`config.mk`:
```
export PLATFORM = sky130hd
export DESIGN_NAME = onchip_memory_stream_reader
export DESIGN_NICKNAME = d
export VERILOG_FILES = /design/src/rtl/onchip_mem_pkg.sv /design/src/rtl/mem_reader_fifo.sv /design/src/rtl/onchip_memory_stream_reader.sv
export SDC_FILE = /design/constraint.sdc
export NUM_CORES = 1
export LEC_CHECK = 0
export BUFFER_PORTS_ARGS = -buffer_cell sky130_fd_sc_hd__buf_2
export CORE_ASPECT_RATIO = 1.25
export CORE_MARGIN = 2
export CORE_UTILIZATION = 42
export CTS_CLUSTER_DIAMETER = 120
export DETAILED_ROUTE_END_ITERATION = 10
export PLACE_DENSITY_LB_ADDON = 0.05
export SETUP_SLACK_MARGIN = 0.15
export SLEW_MARGIN = 30
export SYNTH_ARGS = -nofsm -noshare
export SYNTH_HDL_FRONTEND = slang
export SYNTH_HIERARCHICAL = 1
export SYNTH_SLANG_ARGS = --single-unit
```
`constraint.sdc`:
```
create_clock -name i_clk -period 4.6 [get_ports i_clk]
set_input_delay 0.46 -clock i_clk [delete_from_list [all_inputs] [get_ports i_clk]]
set_output_delay 0.46 -clock i_clk [all_outputs]
set_load 0.02 [all_outputs]
```
`src/rtl/onchip_mem_pkg.sv`:
```
// Shared types and constants for the on-chip memory stream reader.
// The slave has a registered address and an unregistered q, so its read latency is one clock.
package onchip_mem_pkg;

    typedef enum logic [1:0] {
        IDLE,
        ISSUE,
        DRAIN,
        FINISH
    } state_t;

    localparam int READ_LATENCY      = 1;
    localparam int MEM_WORDS_DEFAULT = 128000;

endpackage

```
`src/rtl/mem_reader_fifo.sv`:
```
// Small synchronous show-ahead FIFO that buffers read responses ahead of the stream source.
module mem_reader_fifo #(
    parameter int WIDTH = 34,
    parameter int DEPTH = 4
) (
    input  logic                     i_clk,
    input  logic                     i_reset,
    input  logic                     i_push,
    input  logic [WIDTH-1:0]         i_data,
    input  logic                     i_pop,
    output logic [WIDTH-1:0]         o_data,
    output logic                     o_full,
    output logic                     o_empty,
    output logic [$clog2(DEPTH):0]   o_count
);

    localparam int PTR_W = $clog2(DEPTH);
    localparam int CW    = PTR_W + 1;

    logic [WIDTH-1:0] r_mem [DEPTH];
    logic [PTR_W-1:0] r_wrPtr;
    logic [PTR_W-1:0] r_rdPtr;
    logic [CW-1:0]    r_count;
    logic             w_doPush;
    logic             w_doPop;

    // A push into a full FIFO is only accepted when a pop frees a slot in the same cycle.
    assign w_doPop  = i_pop && !o_empty;
    assign w_doPush = i_push && (!o_full || w_doPop);

    always_ff @(posedge i_clk) begin
        if (i_reset) begin
            r_wrPtr <= '0;
            r_rdPtr <= '0;
            r_count <= '0;
        end else begin
            if (w_doPush) r_wrPtr <= r_wrPtr + PTR_W'(1);
            if (w_doPop)  r_rdPtr <= r_rdPtr + PTR_W'(1);
            case ({w_doPush, w_doPop})
                2'b10:   r_count <= r_count + CW'(1);
                2'b01:   r_count <= r_count - CW'(1);
                default: r_count <= r_count;
            endcase
        end
    end

    always_ff @(posedge i_clk) begin
        if (w_doPush) r_mem[r_wrPtr] <= i_data;
    end

    assign o_data  = r_mem[r_rdPtr];
    assign o_empty = (r_count == '0);
    assign o_full  = (r_count == CW'(DEPTH));
    assign o_count = r_count;

endmodule

```
`src/rtl/onchip_memory_stream_reader.sv`:
```
// Avalon-MM read master that streams a block of consecutive words from on-chip RAM
// out of an Avalon-ST source, with reads throttled so the output FIFO can never overflow.
module onchip_memory_stream_reader
    import onchip_mem_pkg::*;
#(
    parameter int ADDR_W     = 17,
    parameter int DATA_W     = 32,
    parameter int MEM_WORDS  = MEM_WORDS_DEFAULT,
    parameter int CNT_W      = 17,
    parameter int FIFO_DEPTH = 4
) (
    input  logic                  i_clk,
    input  logic                  i_reset,
    input  logic                  i_start,
    input  logic [ADDR_W-1:0]     i_base_addr,
    input  logic [CNT_W-1:0]      i_word_count,
    output logic                  o_busy,
    output logic                  o_done,
    output logic [ADDR_W-1:0]     o_mem_address,
    output logic                  o_mem_chipselect,
    output logic                  o_mem_clken,
    output logic                  o_mem_write,
    output logic [DATA_W/8-1:0]   o_mem_byteenable,
    output logic [DATA_W-1:0]     o_mem_writedata,
    input  logic [DATA_W-1:0]     i_mem_readdata,
    output logic [DATA_W-1:0]     o_src_data,
    output logic                  o_src_valid,
    input  logic                  i_src_ready,
    output logic                  o_src_sop,
    output logic                  o_src_eop
);

    localparam int CW = $clog2(FIFO_DEPTH) + 1;
    localparam int FW = DATA_W + 2;

    if (READ_LATENCY != 1) begin : g_latencyCheck
        $error("onchip_memory_stream_reader tracks a single in-flight read and needs READ_LATENCY=1");
    end

    state_t            r_state;
    state_t            w_nextState;
    logic [ADDR_W-1:0] r_addr;
    logic [ADDR_W-1:0] w_nextAddr;
    logic [CNT_W-1:0]  r_remain;
    logic              r_first;
    logic              r_inflight;
    logic              r_inflightSop;
    logic              r_inflightEop;
    logic              w_issue;
    logic              w_push;
    logic              w_pop;
    logic              w_full;
    logic              w_empty;
    logic [CW-1:0]     w_count;
    logic [CW:0]       w_outstanding;
    logic [FW-1:0]     w_head;

    // Words already in the FIFO plus the one still returning from the slave.
    assign w_outstanding = {1'b0, w_count} + {{CW{1'b0}}, r_inflight};
    assign w_issue       = (r_state == ISSUE) && (w_outstanding < (CW+1)'(FIFO_DEPTH));
    assign w_nextAddr    = (r_addr == ADDR_W'(MEM_WORDS - 1)) ? '0 : r_addr + ADDR_W'(1);
    assign w_push        = r_inflight && !w_full;
    assign w_pop         = !w_empty && i_src_ready;

    always_ff @(posedge i_clk) begin
        if (i_reset) begin
            r_state       <= IDLE;
            r_addr        <= '0;
            r_remain      <= '0;
            r_first       <= 1'b0;
            r_inflight    <= 1'b0;
            r_inflightSop <= 1'b0;
            r_inflightEop <= 1'b0;
        end else begin
            r_state    <= w_nextState;
            r_inflight <= w_issue;
            if (w_issue) begin
                r_inflightSop <= r_first;
                r_inflightEop <= (r_remain == CNT_W'(1));
            end
            if (r_state == IDLE && i_start) begin
                r_addr   <= i_base_addr;
                r_remain <= i_word_count;
                r_first  <= 1'b1;
            end else if (w_issue) begin
                r_addr   <= w_nextAddr;
                r_remain <= r_remain - CNT_W'(1);
                r_first  <= 1'b0;
            end
        end
    end

    // DRAIN may leave while the last beat is being popped, so done follows it by one cycle.
    always_comb begin
        w_nextState = r_state;
        case (r_state)
            IDLE: begin
                if (i_start) w_nextState = (i_word_count == '0) ? FINISH : ISSUE;
            end
            ISSUE: begin
                if (w_issue && r_remain == CNT_W'(1)) w_nextState = DRAIN;
            end
            DRAIN: begin
                if (!r_inflight && (w_empty || (w_count == CW'(1) && w_pop))) w_nextState = FINISH;
            end
            FINISH: w_nextState = IDLE;
            default: w_nextState = IDLE;
        endcase
    end

    mem_reader_fifo #(
        .WIDTH (FW),
        .DEPTH (FIFO_DEPTH)
    ) u_fifo (
        .i_clk   (i_clk),
        .i_reset (i_reset),
        .i_push  (w_push),
        .i_data  ({r_inflightSop, r_inflightEop, i_mem_readdata}),
        .i_pop   (w_pop),
        .o_data  (w_head),
        .o_full  (w_full),
        .o_empty (w_empty),
        .o_count (w_count)
    );

    assign o_busy           = (r_state != IDLE);
    assign o_done           = (r_state == FINISH);
    assign o_mem_address    = r_addr;
    assign o_mem_chipselect = w_issue;
    assign o_mem_clken      = 1'b1;
    assign o_mem_write      = 1'b0;
    assign o_mem_byteenable = '1;
    assign o_mem_writedata  = '0;
    assign o_src_data       = w_head[DATA_W-1:0];
    assign o_src_valid      = !w_empty;
    assign o_src_sop        = !w_empty && w_head[DATA_W+1];
    assign o_src_eop        = !w_empty && w_head[DATA_W];

endmodule

```
# [After elaboration in Yosys (flattened, before gate mapping)]
# Memory sizes are Yosys's and may differ from the RTL's. A register that Yosys moved wholly into a read port is not among the register bits.
# Index checks and enable logic that the tools add are counted.
[classes] addsub=7 mux=17 eq_ne=12 n_reduce_logical=23 order_cmp=1
[ops] op="$mux 17" count=5
[ops] op="$add 17x1->17 const B" count=1
[ops] op="$eq 17x1->1 const B" count=1
[ops] op="$eq 17x17->1 const B" count=1
[ops] op="$logic_not 17->1" count=1
[ops] op="$sub 17x1->17 const B" count=1
[ops] op="$mux 2" count=6
[ops] op="$logic_and 1x1->1" count=11
[ops] op="$pmux 2 s4" count=1
[ops] op="$eq 2x2->1 const B" count=3
[ops] op="$pmux 3 s2" count=1
[ops] op="$reduce_bool 2->1" count=3
[ops] op="$add 2x1->2 const B" count=2
[ops] op="$add 3x1->4" count=1
[ops] op="$eq 2x1->1 const B" count=2
[ops] op="$lt 4x3->1 const B" count=1
[ops] op="$mux 1" count=4
[ops] op="$ne 2x2->1 const B" count=2
[ops] op="$add 3x1->3 const B" count=1
[ops] op="$eq 3x1->1 const B" count=1
[ops] op="$eq 3x3->1 const B" count=1
[ops] op="$logic_not 1->1" count=3
[ops] op="$logic_not 3->1" count=1
[ops] op="$reduce_and 3->1" count=1
[ops] op="other kinds (4)" count=5
[word_totals] reg_bits=47 mem_count=1 ramBits=136 input_bits=70
[memory_table] name="u_fifo.r_mem" depth=4 word_bits=34 read_ports=1 rd_ports_with_merged_regs=1 write_ports=1 line_no="mem_reader_fifo.sv:20" rtl="logic [WIDTH-1:0] r_mem [DEPTH];"

# [Longest topological paths before layout]
# Gate-level depths: netlist of run 1.
[depth] word_depth=8 depth_mapped=11

# [By module]
# Netlist of run 1, hierarchy kept.
[modules_own_cells] module="mem_reader_fifo" area_per_inst_um2=5444.0 seq_area_each_um2=4264.1 cells_per_inst=232 n_inst=1
[modules_own_cells] module="onchip_memory_stream_reader" area_per_inst_um2=2578.7 seq_area_each_um2=800.8 cells_per_inst=325 n_inst=1

# [Worst setup path after synthesis of run 1]
# No wires, ideal clock.
[synth_path] path_type="reg2reg" startpoint="register u_fifo.r_count[1], in the netlist u_fifo/o_count[1]" endpoint="register u_fifo.r_count[2], in the netlist u_fifo/o_count[2]" setup_time_ns=0.070 period_less_slack_ns=2.371 arrival_ns=2.301 setup_slack_ns=2.229 stages_incl_launch_ff=12 n_path_buf=0 cell_sequence="dfxtp_1 -> nor3_1 -> nor2b_1 -> inv_1 -> a21boi_2 -> inv_1 -> ha_1 -> inv_1 -> fa_1 -> xor2_1 -> or3_1 -> a21oi_1"
[synth_between] elab_chain_cells=8
[synth_lines] element="start: declaration" line_no="mem_reader_fifo.sv:23" rtl="logic [CW-1:0] r_count;"
[synth_lines] element="start signal: assignment" line_no="mem_reader_fifo.sv:40" rtl="2'b10: r_count <= r_count + CW'(1);"
[synth_lines] element="start signal: assignment" line_no="mem_reader_fifo.sv:41" rtl="2'b01: r_count <= r_count - CW'(1);"
[synth_lines] element="start signal: assignment" line_no="mem_reader_fifo.sv:42" rtl="default: r_count <= r_count;"
[synth_lines] element="$logic_not 3->1 *" line_no="mem_reader_fifo.sv:52" rtl="assign o_empty = (r_count == '0);"
[synth_lines] element="via w_empty" line_no="onchip_memory_stream_reader.sv:53" rtl="logic w_empty;"
[synth_lines] element="$logic_not 1->1 *" line_no="onchip_memory_stream_reader.sv:63" rtl="assign w_pop = !w_empty && i_src_ready;"
[synth_lines] element="$logic_and 1x1->1 *" line_no="onchip_memory_stream_reader.sv:63"
[synth_lines] element="via w_pop" line_no="onchip_memory_stream_reader.sv:51" rtl="logic w_pop;"
[synth_lines] element="$logic_and 1x1->1 *" line_no="mem_reader_fifo.sv:28" rtl="assign w_doPop = i_pop && !o_empty;"
[synth_lines] element="$logic_or 1x1->1" line_no="mem_reader_fifo.sv:29" rtl="assign w_doPush = i_push && (!o_full || w_doPop);"
[synth_lines] element="$logic_and 1x1->1" line_no="mem_reader_fifo.sv:29"
[synth_lines] element="$eq 2x1->1 or $eq 2x2->1 (tied branches)" line_no="mem_reader_fifo.sv:39" rtl="case ({w_doPush, w_doPop})"
[synth_lines] element="$pmux 3 s2 or $reduce_bool 2->1 (tied branches)"
# Mark *: on every way through the listed nets, which the timed path passes. The rest lies on a longest branch.
# A chain may end at the register's enable or synchronous reset.

==> impl_results.md, run 1 <==
* Maximum clock frequency at 0.3431 GHz
* Layout area overhead at 15.38%
* DR vias/cell at ~5.2
* Hold buffer count at CTS at 0
* CP max stage delay at 0.87 ns
* First-pass GRT wire length at 25.58 mm
* Maximum capacitance violations at 0
* LEAKAGE at 3.298 nW
* Post-synthesis register bit count at 185
* Crit path max-delay cell type: dfxtp_2
* Iter 0 DRT Violations at 203
* CP top delay family: flip-flops
* Post-Route WL at roughly 16 mm
* Max VDD drop at 306.9 uV
* GRT busiest layer: met2
* Area occupied by multi-input gates at 2611 um^2
* Fin. max-slew vios at 0
* Tot Pwr at 4.675 mW
* Skew-Pair Late Insertion Delay at 0.42 ns
* DP Cell Count at slightly below 900
* Hold/Removal Path Class: input port to flop
* Post-synth EDFFs at around 140
* CTS tree: built
* Synth warn at 6
* CP required at around 4.1 ns
* Status: complete, no violations
* Largest net degree at the start of global routing at 48
* Initial antenna violation count at 0
* Layout cells sized above 1 at 29.09%
* Fillers at 1681
* I/O pin count at 163
* Crit-path cells: buf_4, mux4_1, buf_2
* Mean Syn Cell Area at 14.40 um^2
* Clock-pin slew on the worst setup and hold paths at 0.07 ns
* DIE HEIGHT at 158.5 um
* Register area share after synthesis at 63.13%
* Total GRT Usage at 16.48%
* CP Class: flop to primary output
* DRT antenna net count at 0
* Worst slew pin tran at ~0.93 ns
* Met3 Usage GRT at under 10%
* TritonCTS Buffers at 17
* Crit Path Max Fanout at 22
* CTS Root Cell: clkbuf_16
* Non-filler cells, final at 923
* IO buf count at between 100 and 150
* Core Area at around 19000 um^2
* Max transition margin at a little under two fifths
* Setup TNS at 0 ns
* Starting Density at 42.72%
* Vias in the first global route at 4930
* Cell row count at between 50 and 60
* Clk sinks at 185
* GP Congestion at 0.8015
* Drt drc at 0
* Final core utilization at 49.29%
* CTS H-tree lvls at 4
* Final period utilization at 63.36%
* Met2 Use GR at 29.36%
* Async set-reset flop share out of synthesis at 0%
* GR Layer Usage met1 at 19.72%
* Final net count at 763
* DRT Pass-1 Iters at 4
* Final min period at roughly 2.9 ns
* Post-cts resize count at 0
* Prevailing post-synth register cell: edfxtp_1
* Flip-flop and latch area at 5067 um^2
* Clock tree buffer depth at 2
* Die Wd at 127.6 um
* Setup-failing EPs final at 0
* Ant. Diodes at 0
* Post-Synthesis Cells at between 500 and 600
* Total number of vias at 4786
* WP buf/inv at 2
* Pwr/cell area at 505.1 nW/um^2
* Total gr overflow at 0
* Final Hold Vio Count at 0
* WL per Instance at 17.65 um
* Netlist cell types at 56
* RSZ-0062 raised after global routing: false
* Worst setup SP type: flop
* Worst Setup End Kind: primary output
* Mapped Area at 8023 um^2
* Clk_skew at 0.01100 ns
* HPWL Detailed at 10.89 mm
* CP Data Arrival Time at 2.45 ns
* Die area at 20230 um^2
* Post-CTS setup buffer count at 0
[flip-flops by register name, summed over array words and instances (netlist names), named ones only]
register and count:
r_state 2, u_fifo/r_rdPtr 2, r_first 1, r_inflightEop 1
u_fifo/o_count 3, u_fifo/r_mem 136, o_mem_address 17, r_inflightSop 1
r_remain 17, u_fifo/r_wrPtr 2, r_inflight 1
[metal layers]
layer / up-vias / share of wire [%] / wire, um
met5: - / 0 / 0
met4: 0 / 1.0 / 168
met3: 14 / 4.1 / 661
met2: 118 / 53 / 8558
met1: 2378 / 42 / 6905
li1: 2276 / - / -
[stage by stage]
step | cell area, um^2 | hold slack, ns | setup slack (ns)
3_5_place_dp | 8670 | 0.4566 | 1.866
3_3_place_gp | 8667 | 0.4561 | 2.009
2_1_floorplan | 8158 | 0.4322 | 2.229
5_1_grt | 9256 | 0.2297 | 1.461
4_1_cts | 9254 | 0.2074 | 1.567
6_report | 9256 | 0.2324 | 1.685
[area by class of cell]
type | instances | share of cell area [%]
clock inverters | 14 | 1.717
flip-flops and latches | 185 | 54.74
multi-input cells | 331 | 28.21
inverters | 18 | 0.7299
repair buffers | 126 | 6.867
well taps | 232 | 3.136
clock buffers | 17 | 4.596
[report_power, final]
group	switching (mW)	internal (mW)	leakage, nW
logic	0.668	0.411	1.38
registers	0.158	1.98	1.63
clock network	0.642	0.813	0.283
[Yosys cell counts (6+ instances only)]
library cell    n  area (um^2)
edfxtp_1      136         4084
nand3_1        11        55.05
a211oi_1       18        135.1
nor3_1         11        55.05
inv_1          18        67.56
a311oi_1        7        61.31
clkbuf_1       13        48.80
mux4_2         30        675.7
xor2_1         14        122.6
o21ai_0        15        75.07
buf_4          38        285.3
nor2_1         51        191.4
dfxtp_1        49        980.9
xnor2_1        14        122.6
nand2_1        26        97.59
ha_1           13        162.7
nor4_1          7        43.79
a21oi_1        14        70.07
nand4_1         6        37.54
[worst paths after layout]
kind / cells past startpoint / slack (ns) / end / start
worst max-delay path: 3 / 1.69 / o_src_data[0] / flop
worst min-delay path: 3 / 0.23 / o_mem_address[5]$_SDFFE_PP0P_ / i_base_addr[5]
worst max register to register: 11 / 1.84 / u_fifo/o_count[2]$_SDFFE_PP0P_ / u_fifo/o_count[1]$_SDFFE_PP0P_
worst min register to register: 2 / 0.46 / r_inflightSop$_SDFFE_PP0P_ / r_first$_SDFFE_PP0P_
[worst min-delay path, cell delays in order]
cell and delay (ns):
buf_2 0.07, nand2_1 0.03, o21ai_0 0.05
[kinds of logic after synthesis]
kind of cell	Yosys count	synth area share, %
fa+ha+maj	14	2.277
compound gates	67	5.552
simple gates	148	9.716
other cells	2	0.09361
buf+inv	77	6.129
xor+xnor	28	3.057
flops	185	63.13
mux	36	10.04
[layout by cell type (no fill, tap or decap), types with 3 or more instances in the layout]
master     instances
edfxtp_1         136
buf_2            124
nor2_1            51
dfxtp_1           47
conb_1            38
mux4_2            30
nand2_1           26
inv_1             18
a211oi_1          18
clkbuf_16         17
o21ai_0           15
a21oi_1           14
xnor2_1           14
xor2_1            14
ha_1              13
nand3_1           11
nor3_1            11
nor4_1             7
a311oi_1           7
nand4_1            6
inv_6              6
nor2b_1            5
or3_1              5
mux4_1             4
and2_4             4
nand2b_1           3
nand3b_1           3
Power figures use the tool's default switching activity.
==> run 2: changes to the inputs <==
--- a/config.mk
+++ b/config.mk
@@ -5,6 +5,7 @@
 export SDC_FILE = /design/constraint.sdc
 export NUM_CORES = 1
 export LEC_CHECK = 0
+export ABC_AREA = 1
 export BUFFER_PORTS_ARGS = -buffer_cell sky130_fd_sc_hd__buf_2
 export CORE_ASPECT_RATIO = 1.25
 export CORE_MARGIN = 2
==> constraint.sdc (replaced) <==
create_clock -name i_clk -period 2.9 [get_ports i_clk]
set_input_delay 0.29 -clock i_clk [delete_from_list [all_inputs] [get_ports i_clk]]
set_output_delay 0.29 -clock i_clk [all_outputs]
set_load 0.02 [all_outputs]
==> impl_results.md, run 2 <==
* Most common cell after layout, fill and taps aside: edfxtp_1
* DIE HEIGHT at 166.3 um
* RSZ-0062 raised after global routing: false
* Hold buffer count at CTS at 0
* Biggest register: u_fifo/r_mem
* Worst reg2reg path depth at 14
* CP required at 3.22 ns
* DR vias/cell at approximately 4.9
* Seq pwr share at 41.7%
* LEAKAGE at 3.949 nW
* Leading cell types in the layout, fill and taps excluded: edfxtp_1, buf_2, nor2_1
* Iter 0 DRT Violations at ~270
* Post-synthesis register bit count at between 150 and 200
* Register area share after synthesis at 57.22%
* Final period utilization at 78.69%
* Mapped Area at between 8000 and 9000 um^2
* TritonCTS Buffers at 17
* I/O pin count at 163
* Clk_skew at 0.01913 ns
* CP most frequent cell: nor2_1
* Combinational share of power at between 30 and 40%
* Post-CTS setup buffer count at 0
* Setup crit start: u_fifo/o_count[1]$_SDFFE_PP0P_
* HPWL Detailed at 12.71 mm
* CP Data Arrival Time at around 2.6 ns
* Worst Setup End Kind: flop
* CP top delay family: simple AND/OR/NAND/NOR gates
* HP Start: i_mem_readdata[26]
* Crit-path cells: nor2_1, nand2_1, inv_1, nor2_1, inv_1, nand3_1, nand2_1, ha_1, inv_1, fa_1, nand2_1, nand3_1, nor2_1, nor2_1
* Layout area overhead at 14.77%
* Worst setup SP type: flop
* Largest register FFs at 136
* Starting Density at between 40 and 50%
* Clock tree buffer depth at 2
* Ant. Diodes at 0
* Clk sinks at 185
* Leading area contributor after synthesis: edfxtp_1
* Status: complete, no violations
* Post-synth EDFFs at between 100 and 150
* GP Congestion at 0.7906
* Vias in the first global route at between 6000 and 7000
* Initial antenna violation count at 0
* Setup-failing EPs final at 0
* Die area at 22260 um^2
* Net Sw Frac at a little under two fifths
* Pint at 5.110 mW
* Mean Syn Cell Area at about 10 um^2
* Max VDD drop at 521.2 uV
* Pwr/cell area at 804.2 nW/um^2
* Hold slack at 0.07177 ns
* Prevailing post-synth register cell: edfxtp_1
* Non-filler cells, final at about 1300
* IO buf count at between 100 and 150
* DRT Pass-1 Iters at 4
* Capture point of the worst reg-to-reg path: u_fifo/o_count[2]$_SDFFE_PP0P_
* Post-cts resize count at 0
* Final net count at 1078
* Most frequent cells after synthesis: edfxtp_1, nor2_1, nand2_1, inv_1, o21ai_0
* Post-Route WL at just under 20 mm
* Final instance area at 10160 um^2
* Total number of vias at around 6300
* Hold/Removal Path Class: input port to flop
* Clock-pin slew on the worst setup and hold paths at 0.08 ns
* Share of the synthesized area in the top cell type at approximately 46%
* WP buf/inv at 3
* Top cells by area, synth: edfxtp_1, dfxtp_1, nor2_1
* Clk network pwr share at 27.5%
* Final min period at roughly 2.3 ns
* Async set-reset flop share out of synthesis at 0%
* Synth warn at 6
* Placed Area at 9590 um^2
* Core Area at 20740 um^2
* Largest net degree at the start of global routing at 47
* CTS tree: built
* Crit path max-delay cell type: fa_1
* CTS H-tree lvls at 4
* Total GRT Usage at between 10% and 20%
* CP max stage delay at ~0.37 ns
* DRT antenna net count at 0
* First-pass GRT wire length at roughly 31 mm
* Final Hold Vio Count at 0
* Post-Synthesis Cells at ~870
* Crit Path Max Fanout at 6
* Fin. max-slew vios at 0
* Drt drc at 0
* Worst Hold End: u_fifo/r_mem[3][26]$_DFFE_PP_
* DP Cell Count at 1249
* Netlist cell types at 46
* Skew-Pair Late Insertion Delay at 0.43 ns
* Most common cell in the netlist: edfxtp_1
* Worst slew pin tran at about 0.61 ns
* CP Class: flop to flop
* WL per Instance at about 15 um
* Maximum clock frequency at 0.4382 GHz
* Tot Pwr at 8.171 mW
* Hold depth at 1
* R2r startpoint: u_fifo/o_count[1]$_SDFFE_PP0P_
* Net load switching power at 3.061 mW
* CTS Root Cell: clkbuf_16
* Final core utilization at 48.98%
* Maximum capacitance violations at 0
* Cell row count at between 50 and 60
* Total gr overflow at 0
* Max transition margin at 59.16%
* R2r setup slk at 0.62 ns
* Die Wd at 133.9 um
* Layout cells sized above 1 at 24.55%
==> run 2: changes by cell type in the layout (fill, tap and decap cells not counted), moves of 13 or more <==
cell	before	now
nand3_1	11	25
o22ai_1	0	14
inv_1	18	83
a21oi_1	14	33
nand2_1	26	104
o21ai_0	15	83
mux4_2	30	0
o21ai_1	0	20
nor2_1	51	114
a211oi_1	18	0
o22ai_2	0	20
nor2_2	0	25
nor2_4	0	13
==> run 2: layout make-up <==
type,instances,area [um^2]
Fill cell,2009,10580
Multi-Input combinational cell,566,3085
Clock buffer,17,425.4
Sequential cell,185,5066
Timing Repair Buffer,134,745.7
Clock inverter,14,143.9
Inverter,90,350.3
Tap cell,274,342.8
==> run 2: kinds of logic after synthesis <==
logic type / synth area share, %
buf+inv: 9.795
simple gates: 16.79
compound gates: 13.65
other cells: 0.08484
flops: 57.22
xor+xnor: 0.3958
fa+ha+maj: 2.064
==> run 2: worst max-delay path by stage <==
stage                                      to  slack (ns)  depth (start not counted)
4_1_cts                         o_src_data[2]        0.56                          5
3_5_place_dp   u_fifo/o_count[2]$_SDFFE_PP0P_        0.65                         16
5_1_grt        u_fifo/o_count[2]$_SDFFE_PP0P_        0.35                         16
6_report       u_fifo/o_count[2]$_SDFFE_PP0P_        0.62                         14
3_3_place_gp   u_fifo/o_count[2]$_SDFFE_PP0P_        0.70                         16
2_1_floorplan    u_fifo/r_mem[0][0]$_DFFE_PP_       -0.12                          8
==> run 2: routing by layer <==
layer | share of wire [%] | global-route usage [%]
met5 | 0 | 0
met4 | 0.80 | 5.042
met3 | 4.4 | 3.327
met2 | 51 | 31.71
met1 | 44 | 21.71
==> run 2: stage by stage <==
step,TNS (ns),setup WS [ns]
2_1_floorplan,-16.39,-0.1205
3_3_place_gp,0,0.6992
3_5_place_dp,0,0.6492
4_1_cts,0,0.5614
5_1_grt,0,0.3522
6_report,0,0.6179
==> run 2: power groups by stage <==
stage          sequential, mW  clock [mW]  combinational (mW)
6_report                 3.41        2.24                2.52
5_1_grt                  3.46        2.38                2.85
4_1_cts                  3.41        2.30                2.56
3_5_place_dp             3.47           0                2.55
3_3_place_gp             3.47           0                2.54
2_1_floorplan            3.48           0                1.88
==> run 3: changes to the inputs <==
==> constraint.sdc (replaced) <==
create_clock -name i_clk -period 2.3 [get_ports i_clk]
set_input_delay 0.23 -clock i_clk [delete_from_list [all_inputs] [get_ports i_clk]]
set_output_delay 0.23 -clock i_clk [all_outputs]
set_load 0.02 [all_outputs]
==> impl_results.md, run 3 (synthesis results as in run 2) <==
* Max transition margin at 62.38%
* LEAKAGE at 4.044 nW
* CTS H-tree lvls at 4
* Capture point of the worst reg-to-reg path: u_fifo/o_count[2]$_SDFFE_PP0P_
* Skew-Pair Late Insertion Delay at 0.43 ns
* Maximum capacitance violations at 0
* DIE HEIGHT at 166.3 um
* Worst reg2reg path depth at 16
* R2r setup slk at 0.28 ns
* Worst setup SP type: flop
* Clock-pin slew on the worst setup and hold paths at 0.07 ns
* Final net count at 1092
* CTS Root Cell: clkbuf_16
* DRT Pass-1 Iters at 4
* HP Start: i_mem_readdata[26]
* GP Congestion at between 0.8 and 0.9
* Placed Area at slightly below 10000 um^2
* Max VDD drop at 525.9 uV
* Total GRT Usage at 17.99%
* DR vias/cell at 4.879
* Ant. Diodes at 0
* Setup TNS at 0 ns
* Initial antenna violation count at 0
* CP required at between 2 and 2.5 ns
* Pre-CTS setup slack at about 0.17 ns
* Iter 0 DRT Violations at 258
* TritonCTS Buffers at 17
* Layout cells sized above 1 at a little over a quarter
* Post-route setup slack at roughly 0.26 ns
* R2r startpoint: u_fifo/o_count[1]$_SDFFE_PP0P_
* Fin. max-slew vios at 0
* I/O pin count at ~160
* WL per Instance at around 15 um
* Maximum clock frequency at between 0.4 and 0.5 GHz
* CP Class: flop to primary output
* Starting Density at 42.67%
* Total gr overflow at 0
* CP Data Arrival Time at 1.81 ns
* Die Wd at 133.9 um
* Final core utilization at 50.00%
* Clk_skew at 0.01690 ns
* Largest net degree at the start of global routing at 49
* Core Area at around 21000 um^2
* Clk sinks at 185
* Layout area overhead at 17.17%
* Final min period at roughly 2.0 ns
* Final period utilization at 88.66%
* Most common cell after layout, fill and taps aside: edfxtp_1
* Worst slew pin tran at ~0.56 ns
* Largest register FFs at 136
* Total number of vias at 6318
* Worst Hold End: u_fifo/r_mem[3][26]$_DFFE_PP_
* Leading cell types in the layout, fill and taps excluded: edfxtp_1, buf_2, nor2_1
* RSZ-0062 raised after global routing: true
* Clock tree buffer depth at 2
* DP Cell Count at ~1300
* Cell row count at 59
* Vias in the first global route at 6177
* Final instance area at about 10000 um^2
* Biggest register: u_fifo/r_mem
* Hold depth at 1
* Drt drc at 0
* Setup-failing EPs final at 0
* Hold slack at 0.02319 ns
* Worst Setup End Kind: primary output
* DRT antenna net count at 0
* Status: complete, no violations
* Hold/Removal Path Class: input port to flop
* CTS tree: built
* IO buf count at 124
* Crit Path Max Fanout at 34
* HPWL Detailed at 13.35 mm
* First-pass GRT wire length at 31.49 mm
* Pwr/cell area at 1004 nW/um^2
* Non-filler cells, final at 1295
* Final Hold Vio Count at 0
* Post-Route WL at 19.54 mm
* Tot Pwr at 10.42 mW
* Die area at 22260 um^2
==> run 3: cell type report <==
cell class,instances,area (um^2)
sequential,185,5072
clock inverter,15,150.1
inverter,90,352.8
fill,2015,10370
timing repair buffer,148,923.4
multi-input combinational,566,3105
tap,274,342.8
clock buffer,17,425.4
==> run 3: metal layers <==
layer	share of wire, %	global-route usage [%]	vias up
li1	-	-	3192
met1	42	21.27	2970
met2	52	32.46	137
met3	3.9	3.694	19
met4	1.5	5.689	0
met5	0	0	-
==> run 3: timing repair <==
item	4_1_cts	5_1_grt
hold buffers	3	0
setup buffers	0	1
setup endpoints to repair	21	145
gates resized for setup	3	12
hold endpoints to repair	10	0
gates cloned	0	0
==> run 3: critical path, cell delays in order, from the launching register on <==
cell	delay, ns
dfxtp_1	0.40
buf_8	0.26
o21ai_0	0.12
o22ai_1	0.16
inv_1	0.06
nor2_1	0.18
buf_2	0.20
==> run 3: power breakdown <==
group / internal (mW) / total, mW / switching (mW)
Sequential: 4.00 / 4.31 / 0.306
Combinational: 1.09 / 3.30 / 2.21
Clock: 1.45 / 2.81 / 1.36
Total: 6.54 / 10.4 / 3.87
==> run 3: worst max path at each step <==
stage | start | endpoint | depth (start not counted)
6_report | flop | o_src_sop | 6
5_1_grt | u_fifo/o_count[1]$_SDFFE_PP0P_ | u_fifo/o_count[2]$_SDFFE_PP0P_ | 16
4_1_cts | flop | o_src_sop | 6
3_5_place_dp | u_fifo/o_count[1]$_SDFFE_PP0P_ | u_fifo/o_count[2]$_SDFFE_PP0P_ | 15
3_3_place_gp | u_fifo/o_count[1]$_SDFFE_PP0P_ | u_fifo/o_count[2]$_SDFFE_PP0P_ | 15
2_1_floorplan | u_fifo/o_count[2]$_SDFFE_PP0P_ | u_fifo/r_mem[0][0]$_DFFE_PP_ | 8
